<file path="src/rtl/vend_pkg.sv">
// Shared coin encoding, controller state enum and coin valuation.
// Latency: n/a (types and constants only).
// Backpressure: n/a.
package vend_pkg;

  localparam logic [1:0] COIN_NONE = 2'd0;
  localparam logic [1:0] COIN_5    = 2'd1;
  localparam logic [1:0] COIN_10   = 2'd2;
  localparam logic [1:0] COIN_BAD  = 2'd3;

  typedef enum logic [1:0] {
    ST_IDLE,
    ST_COLLECT,
    ST_CHANGE
  } state_t;

  // Coin worth in 5$ units; invalid and empty slots are worth nothing.
  function automatic logic [1:0] coin_value(input logic [1:0] din);
    case (din)
      COIN_5:  return 2'd1;
      COIN_10: return 2'd2;
      default: return 2'd0;
    endcase
  endfunction

endpackage

</file>
<file path="src/rtl/change_dispenser.sv">
// Loadable down-counter emitting one change pulse per 5$ unit owed.
// Latency: first pulse the cycle after the edge following the load.
// Backpressure: none; busy stays high until the final pulse's edge.
module change_dispenser #(
  parameter int W = 3
) (
  input  logic         clk,
  input  logic         rst_n,
  input  logic         load,
  input  logic [W-1:0] load_cnt,
  output logic         change_out,
  output logic         busy,
  output logic         done
);

  logic [W-1:0] cnt;

  // done marks the edge that pays the last unit, so the FSM can leave
  // CHANGE on that same edge and accept a coin on the next one.
  assign done = (cnt == W'(1));

  always_ff @(posedge clk or negedge rst_n) begin
    if (!rst_n) begin
      cnt        <= '0;
      change_out <= 1'b0;
      busy       <= 1'b0;
    end else if (load) begin
      cnt        <= load_cnt;
      change_out <= 1'b0;
      busy       <= (load_cnt != '0);
    end else if (cnt != '0) begin
      cnt        <= cnt - W'(1);
      change_out <= 1'b1;
      busy       <= (cnt > W'(1));
    end else begin
      change_out <= 1'b0;
      busy       <= 1'b0;
    end
  end

endmodule

</file>
<file path="src/rtl/vend_fsm_param.sv">
// N-item vending controller: credit accumulation, vend, cancel refund, serial change.
// Latency: vend/reject pulses one cycle after the coin edge; change follows serially.
// Backpressure: no ready; coins offered while paying change are rejected.
module vend_fsm_param
  import vend_pkg::*;
#(
  parameter int                          N_ITEMS = 2,
  parameter int                          UNIT_W  = 3,
  parameter logic [N_ITEMS*UNIT_W-1:0]   PRICES  = {3'd2, 3'd1},
  parameter int                          SEL_W   = $clog2(N_ITEMS)
) (
  input  logic              clk,
  input  logic              rst_n,
  input  logic [SEL_W-1:0]  sel,
  input  logic [1:0]        din,
  input  logic              cancel,
  output logic [SEL_W:0]    drinks_out,
  output logic              change_out,
  output logic              coin_rej,
  output logic [UNIT_W-1:0] credit,
  output logic              busy
);

  state_t              state, state_nxt;
  logic                coin_in, sel_ok;
  logic [SEL_W-1:0]    sel_idx;
  logic [UNIT_W-1:0]   value, price, sum;
  logic [UNIT_W-1:0]   credit_nxt, load_cnt;
  logic [SEL_W:0]      drinks_nxt;
  logic                rej_nxt, load, done;

  always_comb begin
    coin_in    = (din == COIN_5) || (din == COIN_10);
    sel_ok     = (32'(sel) < N_ITEMS);
    sel_idx    = sel_ok ? sel : '0;
    price      = PRICES[sel_idx*UNIT_W +: UNIT_W];
    value      = UNIT_W'(coin_value(din));
    sum        = credit + value;
    state_nxt  = state;
    credit_nxt = credit;
    drinks_nxt = '0;
    rej_nxt    = 1'b0;
    load       = 1'b0;
    load_cnt   = sum;

    if (state == ST_CHANGE) begin
      rej_nxt = (din != COIN_NONE);
      if (done)
        state_nxt = ST_IDLE;
    end else if (din == COIN_BAD || (coin_in && !sel_ok)) begin
      rej_nxt = 1'b1;
    end else if (coin_in) begin
      if (cancel) begin
        // Coin with cancel: keep the coin in the refund, never vend.
        load       = 1'b1;
        load_cnt   = sum;
        credit_nxt = '0;
        state_nxt  = ST_CHANGE;
      end else if (sum >= price) begin
        drinks_nxt = {1'b0, sel} + (SEL_W+1)'(1);
        load_cnt   = sum - price;
        load       = (load_cnt != '0);
        credit_nxt = '0;
        state_nxt  = load ? ST_CHANGE : ST_IDLE;
      end else begin
        credit_nxt = sum;
        state_nxt  = ST_COLLECT;
      end
    end else if (cancel && state == ST_COLLECT) begin
      load       = 1'b1;
      load_cnt   = credit;
      credit_nxt = '0;
      state_nxt  = ST_CHANGE;
    end
  end

  always_ff @(posedge clk or negedge rst_n) begin
    if (!rst_n) begin
      state      <= ST_IDLE;
      credit     <= '0;
      drinks_out <= '0;
      coin_rej   <= 1'b0;
    end else begin
      state      <= state_nxt;
      credit     <= credit_nxt;
      drinks_out <= drinks_nxt;
      coin_rej   <= rej_nxt;
    end
  end

  change_dispenser #(.W(UNIT_W)) u_change (
    .clk        (clk),
    .rst_n      (rst_n),
    .load       (load),
    .load_cnt   (load_cnt),
    .change_out (change_out),
    .busy       (busy),
    .done       (done)
  );

endmodule

</file>
<file path="config.mk">
export PLATFORM = sky130hd
export DESIGN_NAME = vend_fsm_param
export DESIGN_NICKNAME = d
export VERILOG_FILES = /design/src/rtl/vend_pkg.sv /design/src/rtl/change_dispenser.sv /design/src/rtl/vend_fsm_param.sv
export SDC_FILE = /design/constraint.sdc
export NUM_CORES = 1
export LEC_CHECK = 0
export CAP_MARGIN = 20
export CORE_MARGIN = 2
export CORE_UTILIZATION = 34
export CTS_CLUSTER_DIAMETER = 40
export DETAILED_ROUTE_END_ITERATION = 8
export SLEW_MARGIN = 20
export SYNTH_ARGS = -nofsm -noshare
export SYNTH_HDL_FRONTEND = slang
export SYNTH_SLANG_ARGS = --single-unit
</file>
<file path="constraint.sdc">
create_clock -name clk -period 3.6 [get_ports clk]
set_clock_uncertainty 0.1 [all_clocks]
set_input_delay 0.36 -clock clk [delete_from_list [all_inputs] [get_ports clk]]
set_output_delay 0.36 -clock clk [all_outputs]
set_load 0.005 [all_outputs]
</file>
### After elaboration in Yosys (flattened, before gate mapping)

Index checks and enable logic that the tools add are counted.

| storage, ports and cells | value |
|---|---|
| register bits after elaboration | 13 |
| latch bits | 0 |
| memory bits (writable) | 0 |
| ROM bits | 0 |
| input bits | 6 |
| output and inout bits | 8 |
| memories | 0 |

| cells by class | value |
|---|---|
| add/subtract/negate cells | 4 |
| multipliers | 1 |
| div/mod/pow operators | 0 |
| $lt $le $gt $ge | 2 |
| equality and inequality tests | 8 |
| shift operators | 1 |
| mux-type cells | 38 |
| bitwise logic cells | 2 |
| reductions and logical operators | 11 |

Operator list:

| cell | number |
|---|---|
| 2-to-1 mux 3 bit | 12 |
| 2-to-1 mux 2 bit | 13 |
| 2-to-1 mux 1 bit | 12 |
| nonzero test 3 bit | 4 |
| equality test 2 bit (second input constant) | 3 |
| AND reduction 3 bit | 2 |
| nonzero test 2 bit | 3 |
| indexed part select 6 x 4 -> 3 bit (first input constant) | 1 |
| equality test 2 x 1 -> 1 bit (second input constant) | 2 |
| != test 2 bit (second input constant) | 2 |
| one-hot mux 2 bit (2 select lines) | 1 |
| adder 3 x 2 -> 3 bit | 1 |
| equality test 3 x 1 -> 1 bit (second input constant) | 1 |
| greater-or-equal comparator 3 bit | 1 |
| greater-than comparator 3 x 1 -> 1 bit (second input constant) | 1 |
| multiplier 1 x 2 -> 3 bit (second input constant) | 1 |
| subtractor 3 x 1 -> 3 bit (second input constant) | 1 |
| subtractor 3 bit | 1 |
| adder 1 x 1 -> 2 bit (second input constant) | 1 |
| inverter 1 bit | 2 |
| logical AND 1 bit | 1 |
| logical OR 1 bit | 1 |

### Depth between registers and ports, before layout

| logic depth | value |
|---|---|
| depth in word-level cells | 11 |
| mapped depth | 12 |

### Modules after synthesis

A second synthesis with hierarchy kept.

| second synthesis, totals | value |
|---|---|
| cells, all modules | 99 |
| area total of the unflattened synthesis | 947.2 µm² |

Modules (own cells, without submodules):

| module | times used | cells each | area each (µm²) | seq. area each (µm²) |
|---|---|---|---|---|
| vend_fsm_param | 1 | 72 | 663.1 | 200.2 |
| change_dispenser | 1 | 27 | 284.0 | 125.1 |

### Worst setup path after synthesis

OpenSTA, ideal clock, no wires.

| timing | value |
|---|---|
| path type | input to register |
| start point | input din[1] |
| end point | register u_change.cnt[0] |
| library setup time | 0.127 ns |
| arrival | 2.614 ns |
| setup slack | 0.759 ns |
| stages | 12 |
| path buffers | 0 |
| cells stage by stage | inv_1 > ha_1 > ha_1 > inv_1 > fa_1 > inv_1 > fa_1 > nor2b_1 > nand2_1 > a21oi_2 > nand2b_4 > mux2_1 |

| between the ends | value |
|---|---|
| cells in the longest elaborated chain, start to end | 11 |
| elaborated cells between the ends (all ways) | 22 |
| those cells by class | add/sub: 2; order compare: 1; eq/ne: 3; mux: 13; reduce/logical: 3 |

RTL lines:

| item | line | text |
|---|---|---|
| start: declaration | vend_fsm_param.sv:15 | `input logic [1:0] din,` |
| equality test 2 bit / equality test 2 x 1 -> 1 bit (equally long branches) | vend_pkg.sv:19, vend_fsm_param.sv:33 |  |
| one-hot mux 2 bit (2 select lines) | vend_pkg.sv:19 | `case (din)` |
| adder 3 x 2 -> 3 bit | vend_fsm_param.sv:38 | `sum = credit + value;` |
| subtractor 3 bit | vend_fsm_param.sv:61 | `load_cnt = sum - price;` |
| nonzero test 3 bit | vend_fsm_param.sv:62 | `load = (load_cnt != '0);` |
| 2-to-1 mux 1 bit | vend_fsm_param.sv:59 | `end else if (sum >= price) begin` |
| 2-to-1 mux 1 bit | vend_fsm_param.sv:53 | `if (cancel) begin` |
| 2-to-1 mux 1 bit | vend_fsm_param.sv:52 | `end else if (coin_in) begin` |
| 2-to-1 mux 1 bit | vend_fsm_param.sv:50 | `end else if (din == COIN_BAD \|\| (coin_in && !sel_ok)) begin` |
| 2-to-1 mux 1 bit | vend_fsm_param.sv:46 | `if (state == ST_CHANGE) begin` |
| 2-to-1 mux 3 bit / nonzero test 2 bit (equally long branches) | n/a |  |
| end signal: assignment | change_dispenser.sv:28 | `cnt <= load_cnt;` |
| end signal: assignment | change_dispenser.sv:32 | `cnt <= cnt - W'(1);` |
| end: declaration | change_dispenser.sv:16 | `logic [W-1:0] cnt;` |

Parallel ways exist; a longest one is shown, timed or not.
A chain may end at the register's enable or synchronous reset.

### Worst setup path in the final report

| timing | value |
|---|---|
| start point | input din[1] |
| end point | register u_change.cnt[2] |

The elaborated chain is that of the path after synthesis.

==> metrics.md <==
| Metric | Value |
|---|---|
| Final setup fails | 0 |
| Setup TNS | 0 ns |
| Relative slew slack | 62.1% |
| Global-route wire length before repair | about 3600 um |
| Top FF cell, synth | dfrtp_1 |
| FFs w/ async S/R, synth | 100% |
| Share of layout cells above drive strength 1 | roughly 6.8% |
| CP cell instances | clkdlybuf4s50_1 -> inv_1 -> ha_1 -> ha_1 -> inv_1 -> fa_1 -> inv_1 -> fa_1 -> nor2b_1 -> nand2_1 -> a21oi_2 -> nand2b_4 -> mux2_1 |
| Initial Util | ~36% |
| Cell with the most instances on the worst path | inv_1 |
| Synth cell types | 35 |
| Slowest Stage Delay on Critical Path | 0.52 ns |
| Most frequent cells after synthesis | dfrtp_1, inv_1, ha_1, nand2_1, nor2_1 |
| Vias in the first global route | about 800 |
| RSZ-0062 raised after global routing | no |
| Clk slew on worst S/H paths | roughly 0.080 ns |
| Max-slew violations | 0 |
| Post-CTS Hold Fix Bufs | 0 |
| CP arrival | roughly 3.3 ns |
| Post-CTS Resized | 0 |
| Worst Path Required | about 3.7 ns |
| DIE HEIGHT | 57.6 um |
| CORE AREA | around 2700 um2 |
| Register area | around 330 um2 |
| Worst vdd ir | 0.236 mV |
| Post-route design area | ~1200 um2 |
| PD cells | approximately 590 nW/um2 |
| Crit Path Max Fanout | 5 |
| Layout fillers | 275 |
| Sink Count | 13 |
| Yosys top cell area share | between 30% and 40% |
| Instance count of the mapped netlist | 101 |
| Pleak | between 0.5 and 0.6 nW |
| Pin count of the biggest net entering global routing | 14 |
| Sequential area share after synthesis | roughly 33% |
| Total nets after synthesis | ~120 |
| Yosys top cell by area | dfrtp_1 |
| Initial antenna violation count | 0 |
| Synth Cell Area | 978 um2 |
| Rows | 19 |
| Detailed Route WL | between 2000 and 2500 um |
| Most frequent cell after synthesis | dfrtp_1 |
| Cts bufs inserted | 3 |
| Crit share post-route | between 90% and 100% |
| Max Root-Sink Buffers | 2 |
| Routability cong. | between 0.7 and 0.8 |
| Die width | slightly below 60 um |
| Syn avg cell area | just under 10 um2 |
| Postcts setup bufs | 0 |
| DRT iter0 DRCs | 10 |
| CP Launch Type | input pin |
| Worst-Margin Slew | 0.567 ns |
| FMAX | approximately 310 MHz |
| Finished Core Util | between 40% and 50% |
| Nets | 137 |
| Total power | between 0.6 and 0.7 mW |
| FF+latch count, synth | 13 |
| Final hold violations | 0 |
| Post-layout min period | roughly 3.3 ns |
| Crit-path slowest cell | clkdlybuf4s50_1 |
| Die ar. | approximately 3300 um2 |
| Detail Route Antenna Nets | 0 |
| DRC | 0 |
| DP Area | between 1000 and 1500 um2 |
| GRT Total Usage | roughly 14% |
| Hold Crit Class | in -> async |
| Fin Hold WS | ~0.33 ns |
| CP endpoint kind | flip-flop |
| Via Count | about 790 |
| Area of the multi-input gates | 608 um2 |
| Synth-to-Final Area Change | 19.9% |
| Vias per inst | 5.31 |
| Critical path class | in -> reg |
| Leading post-synthesis cells by cell area | dfrtp_1, ha_1, inv_1 |
| Maximum Capacitance Violations | 0 |
| H-Tree Level Count | 1 |
| DRT Pass-1 Iters | 4 |
| Grt total ovfl | 0 |
| TritonCTS clock tree | built |
| CTS Root Cell | clkbuf_4 |
| Yosys warns | 0 |
| Ant. Diodes | 0 |
| Hpwl dp | roughly 1700 um |
| Status | finished, final reports clean |
| Wire per inst | around 14 um |
| Number of synthesized flops with an enable pin | 0 |
| PortBufs | 13 |
| I/O pins | 14 |
| Worst skew pair latency | approximately 0.29 ns |
## area by class of cell
cell class,instances,area share (%)
multi-input combinational,76,51.8
sequential,13,27.7
tap,31,3.30
inverter,12,3.84
timing repair buffer,13,11.1
clock buffer,4,2.24
## critical path, delay by kind of cell
kind	cells	cell delay, ns
fa+ha+maj	4	1.25
buf+inv	4	0.79
compound gates	1	0.18
simple gates	3	0.42
mux	1	0.32
## kinds of logic (layout without fill, tap and decap cells)
| logic type | count (synthesis) | count (layout) | share of synthesized area [%] |
|---|---|---|---|
| compound gates | 24 | 24 | 17.1 |
| xor+xnor | 3 | 3 | 4.09 |
| fa+ha+maj | 12 | 12 | 16.9 |
| buf+inv | 12 | 29 | 4.60 |
| flops | 13 | 13 | 33.2 |
| mux | 5 | 5 | 5.63 |
| simple gates | 32 | 32 | 18.4 |
## registers in the layout, summed over array words and instances (netlist names)
| name | flops |
|---|---|
| u_change.cnt | 3 |
| drinks_out | 2 |
| state | 2 |
| credit | 3 |
| u_change.change_out | 1 |
| coin_rej | 1 |
| u_change.busy | 1 |
## placed cells by master, fill, tap and decap left out, types with 2 or more instances in the layout
cell type,n
dfrtp_1,13
clkdlybuf4s50_1,13
inv_1,12
nand2_1,10
ha_1,10
nor2_1,8
a21oi_1,5
o21ai_0,5
nor2b_1,4
mux2_1,3
clkbuf_4,3
nand2b_1,2
xnor2_1,2
a211oi_1,2
o221ai_1,2
fa_1,2
## metrics by stage
stage	worst slack, ns	std cells
floorplan	0.759	101
global placement	0.0712	145
detailed placement	0.0286	145
CTS	0.327	149
global route	0.147	149
finish	0.332	149
## where the power goes
| part | leakage, nW | internal, mW | switching (mW) | total, mW |
|---|---|---|---|---|
| logic | 0.341 | 0.185 | 0.185 | 0.371 |
| clock network | 0.0150 | 0.0431 | 0.0498 | 0.0929 |
| registers | 0.165 | 0.196 | 0.0354 | 0.231 |
## layer usage
| metal | global-route usage, % | part of all wire [%] | wire length (um) | vias up |
|---|---|---|---|---|
| li1 | - | - | - | 387 |
| met1 | 18.0 | 47 | 957 | 382 |
| met2 | 23.9 | 48 | 968 | 17 |
| met3 | 1.34 | 1.8 | 37 | 5 |
| met4 | 7.97 | 2.9 | 58 | 0 |
| met5 | 0 | 0 | 0 | - |
## worst paths after layout
path,slack (ns),start,depth (start not counted),end
min reg2reg,0.49,credit[0]$_DFFE_PN0P_,2,credit[0]$_DFFE_PN0P_
min,0.33,rst_n,1,drinks_out[0]$_DFF_PN0_
min in group clk,0.49,credit[0]$_DFFE_PN0P_,2,credit[0]$_DFFE_PN0P_
max,0.33,din[1],13,u_change.cnt[2]$_DFFE_PN0P_
max in group asynchronous,2.69,rst_n,1,coin_rej$_DFF_PN0_
max reg2reg,0.69,credit[0]$_DFFE_PN0P_,10,u_change.cnt[2]$_DFFE_PN0P_
(Power assumes the default switching activity.)
